`src/rtl/instr_ctrl_fsm.sv`:
```
// rtl/instr_ctrl_fsm.sv - 8-phase instruction sequencing controller for the 8-bit RISC core
//
// Purpose: steps a 3-bit phase counter S0..S7 once per clk1 edge while ena=1.
// S0/S1 fetch the two instruction bytes. S2 lets decode settle. S3..S7 issue
// the execute strobes for the opcode currently held in the instruction register.
// Every output is registered. The edge that leaves phase Sk loads Sk's strobe
// pattern, and that pattern is visible for the following cycle.
//
// Ports:
//   clk1        in   core clock, rising edge
//   rst         in   synchronous active-high reset (has priority over ena)
//   ena         in   machine enable; low forces S0 and clears all strobes
//   opcode[2:0] in   instruction register bits [15:13], sampled when leaving a phase
//   zero        in   accumulator-is-zero flag (used by SKZ)
//   load_ir     out  instruction register byte-load enable
//   inc_pc      out  program counter increment
//   load_pc     out  program counter load from operand address
//   load_acc    out  accumulator load from ALU
//   rd          out  memory read strobe
//   wr          out  memory write strobe
//   datactl_ena out  drive accumulator onto data bus
//   halt        out  HLT executed
//   phase[2:0]  out  phase about to be executed (debug)
//
// Build option: HALT_LATCH_EN
//   Defined: HLT at S3 enters a sticky halted state.
//   Not defined: halt is a one-cycle pulse.
module instr_ctrl_fsm (
   input  logic       clk1,
   input  logic       rst,
   input  logic       ena,
   input  logic [2:0] opcode,
   input  logic       zero,
   output logic       load_ir,
   output logic       inc_pc,
   output logic       load_pc,
   output logic       load_acc,
   output logic       rd,
   output logic       wr,
   output logic       datactl_ena,
   output logic       halt,
   output logic [2:0] phase
);

   localparam logic [2:0] S0 = 3'd0;
   localparam logic [2:0] S1 = 3'd1;
   localparam logic [2:0] S2 = 3'd2;
   localparam logic [2:0] S3 = 3'd3;
   localparam logic [2:0] S4 = 3'd4;
   localparam logic [2:0] S5 = 3'd5;
   localparam logic [2:0] S6 = 3'd6;
   localparam logic [2:0] S7 = 3'd7;

   localparam logic [2:0] OP_HLT  = 3'b000;
   localparam logic [2:0] OP_SKZ  = 3'b001;
   localparam logic [2:0] OP_ADD  = 3'b010;
   localparam logic [2:0] OP_ANDD = 3'b011;
   localparam logic [2:0] OP_XORR = 3'b100;
   localparam logic [2:0] OP_LDA  = 3'b101;
   localparam logic [2:0] OP_STO  = 3'b110;
   localparam logic [2:0] OP_JMP  = 3'b111;

   // Strobe vector order: {load_ir, inc_pc, load_pc, load_acc, rd, wr, datactl_ena, halt}
   localparam logic [7:0] STB_NONE  = 8'b0000_0000;
   localparam logic [7:0] STB_FETCH = 8'b1100_1000;
   localparam logic [7:0] STB_HALT  = 8'b0000_0001;

   logic [7:0] strb_q;
   logic [7:0] strb_nxt;
   logic       is_alu;

`ifdef HALT_LATCH_EN
   logic halted;
`endif

   assign is_alu = (opcode == OP_ADD) || (opcode == OP_ANDD) ||
                   (opcode == OP_XORR) || (opcode == OP_LDA);

   // Strobe pattern for the phase being left. Opcode is only decoded from S3 on,
   // so changes to opcode during the fetch phases cannot reach the strobes.
   always_comb begin
      strb_nxt = STB_NONE;
      case (phase)
         S0, S1: strb_nxt = STB_FETCH;
         S3: if (opcode == OP_HLT) strb_nxt = 8'b0100_0001;
         S4: begin
            if (is_alu)                 strb_nxt = 8'b0000_1000;
            else if (opcode == OP_JMP)  strb_nxt = 8'b0010_0000;
            else if (opcode == OP_STO)  strb_nxt = 8'b0000_0010;
         end
         S5: begin
            if (is_alu)                        strb_nxt = 8'b0001_1000;
            else if (opcode == OP_SKZ && zero) strb_nxt = 8'b0100_0000;
            else if (opcode == OP_JMP)         strb_nxt = 8'b0110_0000;
            else if (opcode == OP_STO)         strb_nxt = 8'b0000_0110;
         end
         S6: begin
            if (is_alu)                 strb_nxt = 8'b0000_1000;
            else if (opcode == OP_STO)  strb_nxt = 8'b0000_0010;
         end
         S7: if (opcode == OP_SKZ && zero) strb_nxt = 8'b0100_0000;
         default: strb_nxt = STB_NONE;
      endcase
   end

   always_ff @(posedge clk1) begin
      if (rst) begin
         phase  <= S0;
         strb_q <= STB_NONE;
`ifdef HALT_LATCH_EN
         halted <= 1'b0;
`endif
      end
`ifdef HALT_LATCH_EN
      else if (halted) begin
         // Sticky until rst; ena is deliberately ignored here.
         phase  <= S3;
         strb_q <= STB_HALT;
      end
`endif
      else if (!ena) begin
         // Abandon the instruction; the next one starts with a fresh fetch.
         phase  <= S0;
         strb_q <= STB_NONE;
      end
      else begin
`ifdef HALT_LATCH_EN
         if (phase == S3 && opcode == OP_HLT) begin
            halted <= 1'b1;
            phase  <= S3;
            strb_q <= STB_HALT;
         end
         else begin
            phase  <= phase + 3'd1;
            strb_q <= strb_nxt;
         end
`else
         phase  <= phase + 3'd1;
         strb_q <= strb_nxt;
`endif
      end
   end

   assign {load_ir, inc_pc, load_pc, load_acc, rd, wr, datactl_ena, halt} = strb_q;

endmodule

```
`config.mk`:
```
export PLATFORM = sky130hd
export DESIGN_NAME = instr_ctrl_fsm
export DESIGN_NICKNAME = d
export VERILOG_FILES = /design/src/rtl/instr_ctrl_fsm.sv
export SDC_FILE = /design/constraint.sdc
export NUM_CORES = 1
export LEC_CHECK = 0
export ABC_CLOCK_PERIOD_IN_PS = 1400
export CELL_PAD_IN_SITES_DETAIL_PLACEMENT = 1
export CELL_PAD_IN_SITES_GLOBAL_PLACEMENT = 1
export CORE_MARGIN = 1
export CORE_UTILIZATION = 29
export CTS_BUF_LIST = sky130_fd_sc_hd__clkbuf_2
export CTS_CLUSTER_SIZE = 14
export DETAILED_ROUTE_END_ITERATION = 6
export PLACE_DENSITY_LB_ADDON = 0.1
export SYNTH_ARGS = -nofsm -noshare
export SYNTH_HDL_FRONTEND = slang
export SYNTH_SLANG_ARGS = --single-unit
```
`constraint.sdc`:
```
create_clock -name clk1 -period 1.4 [get_ports clk1]
set_input_delay 0.21 -clock clk1 [delete_from_list [all_inputs] [get_ports clk1]]
set_output_delay 0.21 -clock clk1 [all_outputs]
set_load 0.01 [all_outputs]
```
## Word-level counts from Yosys, hierarchy flattened

Cells that the tools add are included.

- Word-level logic and storage cells: 36
- Register bits: 11
- Output and inout port bits: 11

- Reduce and logical (&&, ||, !) cells: 8
- Equality and inequality tests: 13
- Multiplexer cells: 11
- Add/subtract/negate cells: 1
- Bitwise logic cells: 1

Operators with widths:

| kind | number |
|---|---|
| one-hot mux 8 bit (6 select lines) | 1 |
| two-way mux 7 bit | 5 |
| equality test 3 bit (second input constant) | 8 |
| two-way mux 6 bit | 2 |
| equality test 3 x 2 -> 1 bit (second input constant) | 3 |
| two-way mux 8 bit | 1 |
| equality test 3 x 1 -> 1 bit (second input constant) | 2 |
| zero test 3 bit | 2 |
| OR reduction 2 bit | 2 |
| adder 3 x 1 -> 3 bit (second input constant) | 1 |
| logical OR 1 bit | 3 |
| two-way mux 3 bit | 1 |
| two-way mux 2 bit | 1 |
| logical AND 1 bit | 1 |
| NOT 1 bit | 1 |

## Logic depth before layout (Yosys ltp)

Gate-level depths: netlist of the first run.

- Depth after elaboration: 6
- Depth in mapped cells: 6
- Mapped depth without buffers: 5

## Worst setup path after synthesis of the first run

Ideal clock, no wire load.

- Kind: flip-flop to flip-flop
- Start point: reg phase[0]
- End point: reg strb_q[6]
- Cell stages (with the launch flop): 6
- Slack: -0.103 ns
- Data required time: 1.326 ns
- Buffers on the path: 0
- Arrival: 1.429 ns
- Cells stage by stage: dfxtp_1 -> ha_1 -> ha_1 -> or4b_1 -> o21a_1 -> a31oi_2

- Word-level cells in the longest chain between the ends: 3
- Elaborated cells between the ends (all ways): 9
- Those cells by class: 6 x eq/ne; 1 x mux; 2 x reduce/logical

Ends and longest elaborated chain:

| what | line | source |
|---|---|---|
| start, declared | 42 | `output logic [2:0] phase` |
| start signal, assigned | 138 | `phase <= phase + 3'd1;` |
| equality test 3 x 1 -> 1 bit / zero test 3 bit (equally long branches) | 83 | `case (phase)` |
| OR reduction 2 bit | 83 |  |
| one-hot mux 8 bit (6 select lines) (*) | 83 |  |
| end signal, assigned | 139 | `strb_q <= strb_nxt;` |
| end, declared | 68 | `logic [7:0] strb_q;` |

Every way passes the cells marked *; elsewhere a longest branch is shown, timed or not.
A chain may end at the register's enable or synchronous reset.

## Final worst setup path of the first run

Same ends and word-level chain as after synthesis.

==> results of run 1 <==
-- worst min path at each step --
stage,cells after the start,end,start
2_1_floorplan,1,strb_q[2],opcode[0]
3_3_place_gp,1,phase[0],phase[0]
3_5_place_dp,1,phase[0],phase[0]
4_1_cts,2,strb_q[1],phase[2]
5_1_grt,2,strb_q[1],phase[2]
6_report,2,strb_q[1],phase[2]
-- stage by stage --
| stage | TNS (ps) | cell area [um2] | hold slack [ps] | utilization (%) | setup WS, ps |
|---|---|---|---|---|---|
| 6_report | -34.5 | 843 | 528 | 54.1 | -30.3 |
| 5_1_grt | -143 | 843 | 543 | 54.1 | -74.5 |
| 4_1_cts | -35.2 | 793 | 524 | 50.9 | -35.2 |
| 3_5_place_dp | -230 | 748 | 458 | 48.0 | -172 |
| 3_3_place_gp | -188 | 748 | 454 | 48.0 | -145 |
| 2_1_floorplan | 0 | 544 | 287 | - | 23.8 |
-- area by class of cell --
| cell class | count | area, um2 | share of cell area (%) |
|---|---|---|---|
| flip-flops and latches | 11 | 231 | 27.4 |
| multi-input cells | 35 | 315 | 37.4 |
| well taps | 16 | 20.0 | 2.37 |
| inverters | 4 | 17.5 | 2.08 |
| repair buffers | 25 | 239 | 28.3 |
| clock buffers | 4 | 20.0 | 2.37 |
-- flip-flops by register name (all words and copies together), names as in the netlist --
| signal | flops |
|---|---|
| strb_q | 8 |
| phase | 3 |
-- layout by cell type (no fill, tap or decap), drive strengths merged --
master,count
ha,6
clkdlybuf4s50,14
nand3,1
nor2,7
clkbuf,4
nor4b,1
a221oi,1
a31oi,1
o21a,1
nand2,5
or4b,1
nor4,2
inv,4
buf,8
xnor2,1
nand2b,1
or3b,1
nor3,3
a31o,1
a21o,1
dfxtp,11
dlygate4sd2,3
or2,1
-- worst reg2reg max path, stage by stage, from the launching register on --
cell and delay, ps:
dfxtp_4 400, ha_4 150, ha_4 120, or4b_4 450, o21a_1 130, a31oi_2 110
-- routing by layer --
layer / wire length (um) / vias to the layer above
met5: 0 / -
met4: 29 / 0
met3: 64 / 4
met2: 587 / 15
met1: 515 / 217
li1: - / 232
-- what timing repair did --
item                                    4_1_cts  5_1_grt
buffers inserted                              1        3
pin swaps                                     0        3
endpoints found under the setup margin        4        5
gates cloned                                  0        0
gates resized for setup                       5        6
-- kinds of logic after synthesis --
family / count (synthesis) / share of synthesized area [%]
compound gates: 5 / 9.05
xor+xnor: 1 / 1.76
fa+ha+maj: 6 / 15.1
buf+inv: 6 / 5.02
flops: 11 / 44.2
simple gates: 23 / 24.9
-- power by group through the flow --
| stage | Clock (mW) | Combinational (mW) | Sequential, mW |
|---|---|---|---|
| after floorplan | 0 | 0.0365 | 0.337 |
| after global routing | 0.213 | 0.121 | 0.324 |
| final | 0.194 | 0.111 | 0.323 |
| after detailed placement | 0 | 0.0933 | 0.333 |
| after global placement | 0 | 0.0924 | 0.333 |
| after CTS | 0.204 | 0.101 | 0.323 |
==> insert_results.sql, run 1 <==
INSERT INTO impl_metrics (metric_group, metric, value, unit) VALUES
('outcome', 'violated_checks', 'design-rule violations, negative setup slack', ''),
('yosys', 'share_of_the_synthesized_area_in_the_top_cell_type', '44.2', '%'),
('yosys', 'synthMostInstantiatedCell', 'dfxtp_1', ''),
('finish', 'drive_gt1_share', '34.2', '%'),
('critical_path', 'cpMostUsedCell', 'ha_4', ''),
('floorplan', 'core.rowCount', '14', ''),
('critical_path', 'critical_path.endpoint', 'strb_q[6]', ''),
('clocking', 'root_buffer', 'clkbuf_2', ''),
('critical_path', 'max_stage_delay', '450', 'ps'),
('drt', 'route.antenna.remaining_nets', '0', ''),
('sta', 'finalSetupViolations', '2', ''),
('drt', 'drt_drc_violations_left', '6', ''),
('yosys', 'synth_area_per_cell', '9.58', 'um2'),
('floorplan', 'boundaryPins', '18', ''),
('drt', 'via_per_inst', '4.93', ''),
('global_routing', 'grt_first_pass_wirelength', '2000', 'um'),
('drt', 'detailroute.via_count', '468', ''),
('power_and_ir_drop', 'power_per_cell_area', '744', 'nW/um2'),
('clocking', 'h-tree-depth', '1', ''),
('drt', 'avg_wl_per_cell', '12.6', 'um'),
('power_and_ir_drop', 'power_switching_share', '27.4', '%'),
('place', 'gp_congestion', '0.699', ''),
('flow_run', 'max_cap_viol_count', '0', ''),
('drt', 'drt_pre_antenna_iters', '5', ''),
('clocking', 'clock_network_latency_to_the_later_pin_of_the_worst_skew_pair', '280', 'ps'),
('critical_path', 'crit_reg_reg_startpoint', 'phase[0]', ''),
('critical_path', 'cp.required', '1600', 'ps'),
('critical_path', 'timing.critical_path.from_type', 'flip-flop', ''),
('sta', 'worst-slew-pin-transition', '295', 'ps'),
('yosys', 'synth_area_leader_cell', 'dfxtp_1', ''),
('clocking', 'cts.clk_slew.worst_paths', '130', 'ps'),
('critical_path', 'worst-path-max-fanout', '2', ''),
('place', 'hpwlAfterDp', '860', 'um'),
('yosys', 'synthDistinctLibCells', '20', ''),
('power_and_ir_drop', 'power.net_switching', '172', 'uW'),
('critical_path', 'worst_setup_path_end_kind', 'flip-flop', ''),
('sta', 'fin_ws', '-30.3', 'ps'),
('sta', 'period_needed', '1430', 'ps'),
('yosys', 'gate_count_of_the_mapped_netlist', '52', ''),
('sta', 'rsz_0062_raised_after_global_routing', 'yes', ''),
('floorplan', 'dieWidth', '43.4', 'um'),
('sta', 'slew_violations', '0', ''),
('global_routing', 'grt_start_max_net_pins', '8', ''),
('place', 'buffer_ports.inserted', '17', ''),
('critical_path', 'timing.critical_path.buf_inv', '0', ''),
('finish', 'finalNonFillerCells', '95', ''),
('power_and_ir_drop', 'seqPwrFrac', '51.5', '%'),
('yosys', 'synth-edff-count', '0', ''),
('global_routing', 'antenna_found_initial', '0', ''),
('sta', 'max_freq', '699', 'MHz'),
('yosys', 'synth_warnings', '0', ''),
('critical_path', 'worst_path_dominant_cell_family', 'simple AND/OR/NAND/NOR gates', ''),
('global_routing', 'gr-usage-met1', '17.9', '%'),
('clocking', 'cts_hold_repair.buffers', '0', ''),
('power_and_ir_drop', 'power.share.combinational', '17.6', '%'),
('outcome', 'result_of_the_run', 'complete, but fails checks', ''),
('critical_path', 'worst_r2r_path_depth', '5', ''),
('critical_path', 'worstSetupStartpoint', 'phase[0]', ''),
('global_routing', 'grt_overflow', '0', ''),
('floorplan', 'floorplan.core_area', '1560', 'um2'),
('clocking', 'numCtsBuffers', '3', ''),
('critical_path', 'slowest_stage', 'or4b_4', ''),
('yosys', 'ys_seq_elements', '11', ''),
('yosys', 'yosys-top-cells-count', '11 x dfxtp_1, 7 x nor2_1, 6 x ha_1', ''),
('power_and_ir_drop', 'internal-power', '456', 'uW'),
('critical_path', 'crit_chain', 'ha_4 -> ha_4 -> or4b_4 -> o21a_1 -> a31oi_2', ''),
('yosys', 'synthTopCellsByArea', 'dfxtp_1 44%, ha_1 15%, nor2_1 5.3%', ''),
('clocking', 'clk_path_buf_depth', '2', ''),
('yosys', 'synth_area', '498', 'um2'),
('yosys', 'synth_fp_nets', '65', ''),
('power_and_ir_drop', 'proportion_of_power_drawn_by_the_clock_network', '30.9', '%');
No activity file was read; power rests on OpenSTA's default activity.
==> run 2: changes to the inputs <==
ABC_AREA = 1   (was not set)
CORE_MARGIN = 2   (was 1)
CORE_UTILIZATION = 28   (was 29)
SETUP_SLACK_MARGIN = 0.15   (was not set)
==> insert_results.sql, run 2 <==
INSERT INTO impl_metrics (metric_group, metric, value, unit) VALUES
('outcome', 'result_of_the_run', 'completed', ''),
('floorplan', 'core.rowCount', '15', ''),
('yosys', 'synth-edff-count', '0', ''),
('finish', 'commonest_non_fill_non_tap_cell_in_the_layout', 'inv_1', ''),
('drt', 'avg_wl_per_cell', '10.4', 'um'),
('place', 'hpwlAfterDp', '859', 'um'),
('yosys', 'synth-seq-area-share', '44.9', '%'),
('critical_path', 'rrSetupSlack', '240', 'ps'),
('place', 'dpl.cell_count', '98', ''),
('flow_run', 'max_cap_viol_count', '0', ''),
('min_path', 'hp-class', 'flip-flop to flip-flop', ''),
('critical_path', 'cp.required', '1570', 'ps'),
('yosys', 'synth_fp_nets', '77', ''),
('drt', 'detailroute.via_count', '462', ''),
('critical_path', 'crit_type', 'flip-flop to flip-flop', ''),
('critical_path', 'cpMostUsedCell', 'nand2_1', ''),
('critical_path', 'max_stage_delay', '380', 'ps'),
('yosys', 'synthDistinctLibCells', '13', ''),
('global_routing', 'gr-usage-met1', '13.6', '%'),
('clocking', 'numCtsBuffers', '3', ''),
('sta', 'worst-slew-pin-transition', '203', 'ps'),
('place', 'buffer_ports.inserted', '17', ''),
('yosys', 'gate_count_of_the_mapped_netlist', '64', ''),
('global_routing', 'grt_util_met2', '18.1', '%'),
('finish', 'registers.top_by_ff_count', 'strb_q', ''),
('floorplan', 'dieWidth', '45.9', 'um'),
('drt', 'detailedRoute.firstIterationViolations', '2', ''),
('drt', 'drt_drc_violations_left', '0', ''),
('floorplan', 'initial_core_util', '29.0', '%'),
('sta', 'period_needed', '1160', 'ps'),
('global_routing', 'antenna_found_initial', '0', ''),
('critical_path', 'worst_setup_path_end_kind', 'flip-flop', ''),
('clocking', 'clk_path_buf_depth', '2', ''),
('yosys', 'synthTopCellsByArea', 'dfxtp_1 45%, ha_1 15%, inv_1 9.9%', ''),
('drt', 'drt_pre_antenna_iters', '2', ''),
('drt', 'route.antenna.remaining_nets', '0', ''),
('sta', 'finalSetupViolations', '0', ''),
('finish', 'reg.largest.list', 'strb_q: 8 flops, phase: 3 flops', ''),
('clocking', 'root_buffer', 'clkbuf_2', ''),
('finish', 'largest_register_ff_count', '8', ''),
('global_routing', 'vias_in_the_first_global_route', '406', ''),
('power_and_ir_drop', 'peakVddDrop', '0.000365', 'V'),
('yosys', 'synthMostInstantiatedCell', 'inv_1', ''),
('clocking', 'cts.clk_slew.worst_paths', '130', 'ps'),
('finish', 'finalNonFillerCells', '104', ''),
('clocking', 'h-tree-depth', '1', ''),
('finish', 'antennaDiodeCount', '0', ''),
('yosys', 'synth_area_per_cell', '7.66', 'um2'),
('global_routing', 'grt_start_max_net_pins', '11', ''),
('floorplan', 'floorplan.core_area', '1690', 'um2'),
('yosys', 'synth_area_leader_cell', 'dfxtp_1', ''),
('finish', 'register_area', '229', 'um2'),
('floorplan', 'fp.dieArea', '2100', 'um2'),
('floorplan', 'die_y', '45.9', 'um'),
('finish', 'nFillCells', '215', ''),
('critical_path', 'slowest_stage', 'dfxtp_4', ''),
('power_and_ir_drop', 'p_leak', '0.380', 'nW'),
('clocking', 'tritoncts_clock_tree', 'done', ''),
('critical_path', 'worst-path-max-fanout', '4', ''),
('floorplan', 'boundaryPins', '18', ''),
('critical_path', 'timing.critical_path.buf_inv', '1', ''),
('sta', 'finalCritPeriodShare', '83.1', '%'),
('drt', 'total_routed_length', '1080', 'um'),
('finish', 'nets', '101', ''),
('yosys', 'ys_async_sr_fraction', '0', '%'),
('sta', 'timing.setup.tns', '0', 'ps'),
('place', 'gp_congestion', '0.749', ''),
('sta', 'rsz_0062_raised_after_global_routing', 'yes', ''),
('sta', 'finalHoldViolCount', '0', ''),
('critical_path', 'critPathArrivalTime', '1330', 'ps'),
('clocking', 'cts.sinks', '11', ''),
('sta', 'timing.clock.skew', '11.7', 'ps'),
('sta', 'max_slew_headroom_at_the_worst_pin', '86.4', '%'),
('yosys', 'synth_warnings', '0', ''),
('yosys', 'synth_area', '490', 'um2'),
('global_routing', 'gr-usage-all-layers', '11.5', '%'),
('yosys', 'yosys-top-cells-count', '13 x inv_1, 11 x dfxtp_1, 11 x nand2_1, 11 x nor2_1, 6 x ha_1', ''),
('finish', 'drive_gt1_share', '18.4', '%'),
('critical_path', 'timing.critical_path.from_type', 'flip-flop', ''),
('finish', 'mostFrequentLayoutCells', '12 x inv_1, 11 x nand2_1, 10 x nor2_1, 10 x dlygate4sd2_1, 8 x dfxtp_1', ''),
('yosys', 'synth_ff_type', 'dfxtp_1', ''),
('global_routing', 'gr-usage-met3', '2.38', '%'),
('global_routing', 'grt_overflow', '0', ''),
('power_and_ir_drop', 'power_per_cell_area', '816', 'nW/um2'),
('global_routing', 'busiest_layer', 'met2', ''),
('sta', 'slew_violations', '0', ''),
('critical_path', 'worst_path_dominant_cell_family', 'flip-flops', ''),
('sta', 'max_freq', '859', 'MHz'),
('clocking', 'clock_network_latency_to_the_later_pin_of_the_worst_skew_pair', '260', 'ps'),
('finish', 'multi_input_comb_area', '235', 'um2'),
('drt', 'via_per_inst', '4.44', ''),
('critical_path', 'crit_chain', 'ha_4 -> ha_2 -> inv_2 -> nor2_2 -> nand2_1 -> nand2_1 -> nor2_1 -> a21oi_1', ''),
('global_routing', 'grt_first_pass_wirelength', '1660', 'um'),
('yosys', 'share_of_the_synthesized_area_in_the_top_cell_type', '44.9', '%'),
('yosys', 'ys_seq_elements', '11', ''),
('finish', 'synth_to_layout_area_growth', '48.0', '%');
==> run 2: changes by cell type after synthesis, sizes merged, moves of 2 or more <==
| cell | delta |
|---|---|
| inv | +10 |
| nand2 | +6 |
| nor2 | +5 |
| a21oi | +3 |
| buf | -2 |
| nor3 | -2 |
| o21ai | +2 |
==> run 2: area by class of cell <==
cell class	instances	share of cell area, %
timing repair buffer	19	23.1
inverter	14	7.24
multi-input combinational	39	32.4
sequential	11	31.6
tap	17	2.93
clock buffer	4	2.76
==> run 2: power by group <==
| part | total [mW] | switching (mW) | internal, mW |
|---|---|---|---|
| registers | 0.324 | 0.00536 | 0.319 |
| clock network | 0.191 | 0.115 | 0.0758 |
| logic | 0.0768 | 0.0394 | 0.0374 |
| total | 0.592 | 0.160 | 0.432 |
==> run 2: what timing repair did <==
item	CTS	global route
setup endpoints to repair	12	2
hold buffers	0	0
cloned	0	0
resized for setup	16	8
pin swaps	0	2
setup buffers	0	2
==> run 2: routing by layer <==
layer	part of all wire (%)	up-vias
met4	0.93	0
met2	51	10
met1	43	211
met5	0	-
li1	-	239
met3	5.6	2
==> run 2: worst paths after layout <==
kind / startpoint / to / cells past startpoint
setup / recovery: phase[0] / strb_q[6] / 8
hold / removal: phase[2] / strb_q[3] / 1
hold reg to reg: phase[2] / strb_q[3] / 1
setup reg to reg: phase[0] / strb_q[6] / 8
==> run 2: metrics by stage <==
stage	util (%)	total power [mW]	setup WS, ps	hold WS (ps)	instance area, um2
floorplan	-	0.368	187	289	490
global placement	40.4	0.412	137	458	682
detailed placement	40.4	0.414	121	472	682
CTS	41.2	0.601	182	463	696
global route	43.0	0.632	131	529	726
finish	43.0	0.592	236	497	726
==> run 2: kinds of logic (layout without fill, tap and decap cells) <==
kind of cell	count (synthesis)	count (layout)	share of synthesized area (%)
adder cells (fa/ha/maj)	6	6	15.3
AO/OA/AOI/OAI	5	5	5.10
buffers and inverters	14	37	10.7
flip-flops	11	11	44.9
AND/OR/NAND/NOR	28	28	24.0
==> run 3: changes to the inputs <==
ABC_CLOCK_PERIOD_IN_PS = 1000   (was 1400)
clock period = 1 ns   (was 1.4 ns; I/O delays follow)
==> insert_results.sql, run 3 (synthesized netlist as in run 2, its figures left out) <==
INSERT INTO impl_metrics (metric_group, metric, value, unit) VALUES
('outcome', 'result_of_the_run', 'complete, but fails checks', ''),
('outcome', 'violated_checks', 'negative setup slack', ''),
('place', 'buffer_ports.inserted', '17', ''),
('power_and_ir_drop', 'finalPower', '840', 'uW'),
('global_routing', 'grt_overflow', '0', ''),
('critical_path', 'max_stage_delay', '390', 'ps'),
('critical_path', 'worst_setup_path_end_kind', 'flip-flop', ''),
('place', 'gp_congestion', '0.687', ''),
('drt', 'detailedRoute.firstIterationViolations', '3', ''),
('sta', 'max_slew_headroom_at_the_worst_pin', '84.6', '%'),
('power_and_ir_drop', 'peakVddDrop', '0.000502', 'V'),
('finish', 'nFillCells', '220', ''),
('clocking', 'cts.sinks', '11', ''),
('floorplan', 'die_y', '45.9', 'um'),
('min_path', 'hp-class', 'flip-flop to flip-flop', ''),
('critical_path', 'crit_cells', '8', ''),
('place', 'hpwlAfterDp', '849', 'um'),
('min_path', 'holdPathStages', '1', ''),
('global_routing', 'grt_first_pass_wirelength', '1900', 'um'),
('critical_path', 'slowest_stage', 'dfxtp_4', ''),
('critical_path', 'timing.critical_path.buf_inv', '1', ''),
('sta', 'timing.clock.skew', '3.77', 'ps'),
('clocking', 'tritoncts_clock_tree', 'done', ''),
('power_and_ir_drop', 'power_per_cell_area', '1060', 'nW/um2'),
('global_routing', 'antenna_found_initial', '0', ''),
('critical_path', 'crit_type', 'flip-flop to flip-flop', ''),
('flow_run', 'max_cap_viol_count', '0', ''),
('sta', 'period_needed', '1150', 'ps'),
('clocking', 'cts.clk_slew.worst_paths', '110', 'ps'),
('sta', 'finalHoldViolCount', '0', ''),
('sta', 'worst-slew-pin-transition', '229', 'ps'),
('clocking', 'clock_network_latency_to_the_later_pin_of_the_worst_skew_pair', '250', 'ps'),
('critical_path', 'worst-path-max-fanout', '5', ''),
('floorplan', 'core.rowCount', '15', ''),
('clocking', 'root_buffer', 'clkbuf_2', ''),
('finish', 'antennaDiodeCount', '0', ''),
('critical_path', 'crit_chain', 'ha_4 -> ha_4 -> inv_2 -> nor2_1 -> nand2_1 -> nand2_1 -> nor2_1 -> a21oi_1', ''),
('global_routing', 'vias_in_the_first_global_route', '461', ''),
('floorplan', 'fp.dieArea', '2100', 'um2'),
('floorplan', 'dieWidth', '45.9', 'um'),
('global_routing', 'gr-usage-all-layers', '12.9', '%'),
('drt', 'avg_wl_per_cell', '10.1', 'um'),
('place', 'preCtsSetupSlack', '-235', 'ps'),
('critical_path', 'worst_r2r_path_depth', '8', ''),
('global_routing', 'grt_start_max_net_pins', '11', ''),
('critical_path', 'timing.critical_path.from_type', 'flip-flop', ''),
('sta', 'rsz_0062_raised_after_global_routing', 'yes', ''),
('finish', 'nets', '107', ''),
('drt', 'route.antenna.remaining_nets', '0', ''),
('drt', 'detailroute.via_count', '480', ''),
('finish', 'reg.largest.list', 'strb_q: 8 flops, phase: 3 flops', ''),
('clocking', 'numCtsBuffers', '3', ''),
('finish', 'registers.top_by_ff_count', 'strb_q', ''),
('sta', 'finalCritPeriodShare', '115', '%'),
('drt', 'drt_pre_antenna_iters', '4', ''),
('critical_path', 'worst_path_dominant_cell_family', 'flip-flops', ''),
('drt', 'total_routed_length', '1110', 'um'),
('floorplan', 'initial_core_util', '29.0', '%'),
('sta', 'slew_violations', '0', ''),
('drt', 'via_per_inst', '4.36', ''),
('clocking', 'clk_path_buf_depth', '2', ''),
('clocking', 'h-tree-depth', '1', ''),
('floorplan', 'floorplan.core_area', '1690', 'um2'),
('finish', 'drive_gt1_share', '43.0', '%'),
('sta', 'max_freq', '872', 'MHz'),
('drt', 'drt_drc_violations_left', '0', ''),
('sta', 'fin_ws', '-147', 'ps'),
('floorplan', 'boundaryPins', '18', ''),
('sta', 'finalSetupViolations', '9', ''),
('finish', 'stdcell_area', '795', 'um2'),
('finish', 'mostFrequentLayoutCells', '11 x inv_1, 11 x nand2_1, 10 x nor2_1', ''),
('place', 'place_area', '769', 'um2'),
('power_and_ir_drop', 'p_leak', '0.393', 'nW'),
('sta', 'timing.setup.tns', '-672', 'ps'),
('critical_path', 'cp.required', '1150', 'ps'),
('finish', 'largest_register_ff_count', '8', ''),
('finish', 'synth_to_layout_area_growth', '62.0', '%'),
('critical_path', 'critPathArrivalTime', '1300', 'ps');
==> run 3: cell types whose count changed in the layout (fill, tap and decap cells not counted), sizes merged <==
cell | before | now
clkbuf | 5 | 4
buf | 2 | 19
dlygate4sd2 | 10 | 0
==> run 3: cell type report <==
type,count,area [um2],share of cell area (%)
flip-flops and latches,11,233,29.3
repair buffers,25,210,26.5
multi-input cells,39,258,32.4
well taps,17,21.3,2.68
clock buffers,4,20.0,2.52
inverters,14,52.6,6.61
==> run 3: report_power, final <==
group / switching (mW) / internal [mW] / leakage (nW) / total, mW
registers: 0.00792 / 0.447 / 0.0931 / 0.455
clock network: 0.150 / 0.106 / 0.0166 / 0.256
logic: 0.0606 / 0.0681 / 0.283 / 0.129
total: 0.219 / 0.621 / 0.393 / 0.840
==> run 3: repair_timing <==
item	CTS	global route
gates resized for setup	45	11
buffers inserted	2	0
endpoints found under the setup margin	21	22
hold buffers	0	0
pin swaps	3	2
==> run 3: metal layers <==
layer	routed length [um]	global-route usage [%]
met4	11	8.57
met1	466	15.2
met3	72	3.97
met5	0	0
met2	563	19.7
==> run 3: worst register-to-register path, delay by kind of cell, from the launching register on <==
family                   cells  cell delay, ps
AND/OR/NAND/NOR              4             240
adder cells (fa/ha/maj)      2             320
flip-flops                   1             390
buffers and inverters        1              40
AO/OA/AOI/OAI                1              70
==> run 3: metrics by stage <==
step                utilization (%)  cells  hold WS, ps
detailed placement             45.6    104          449
floorplan                         -     64          229
finish                         47.0    110          474
global route                   47.0    110          494
global placement               45.6    104          455
CTS                            45.8    110          471
==> run 3: final timing paths <==
check | start | endpoint | slack [ps]
min | phase[0] | phase[0] | 470
min reg2reg | phase[0] | phase[0] | 470
max reg2reg | phase[0] | strb_q[6] | -150
max | phase[0] | strb_q[6] | -150
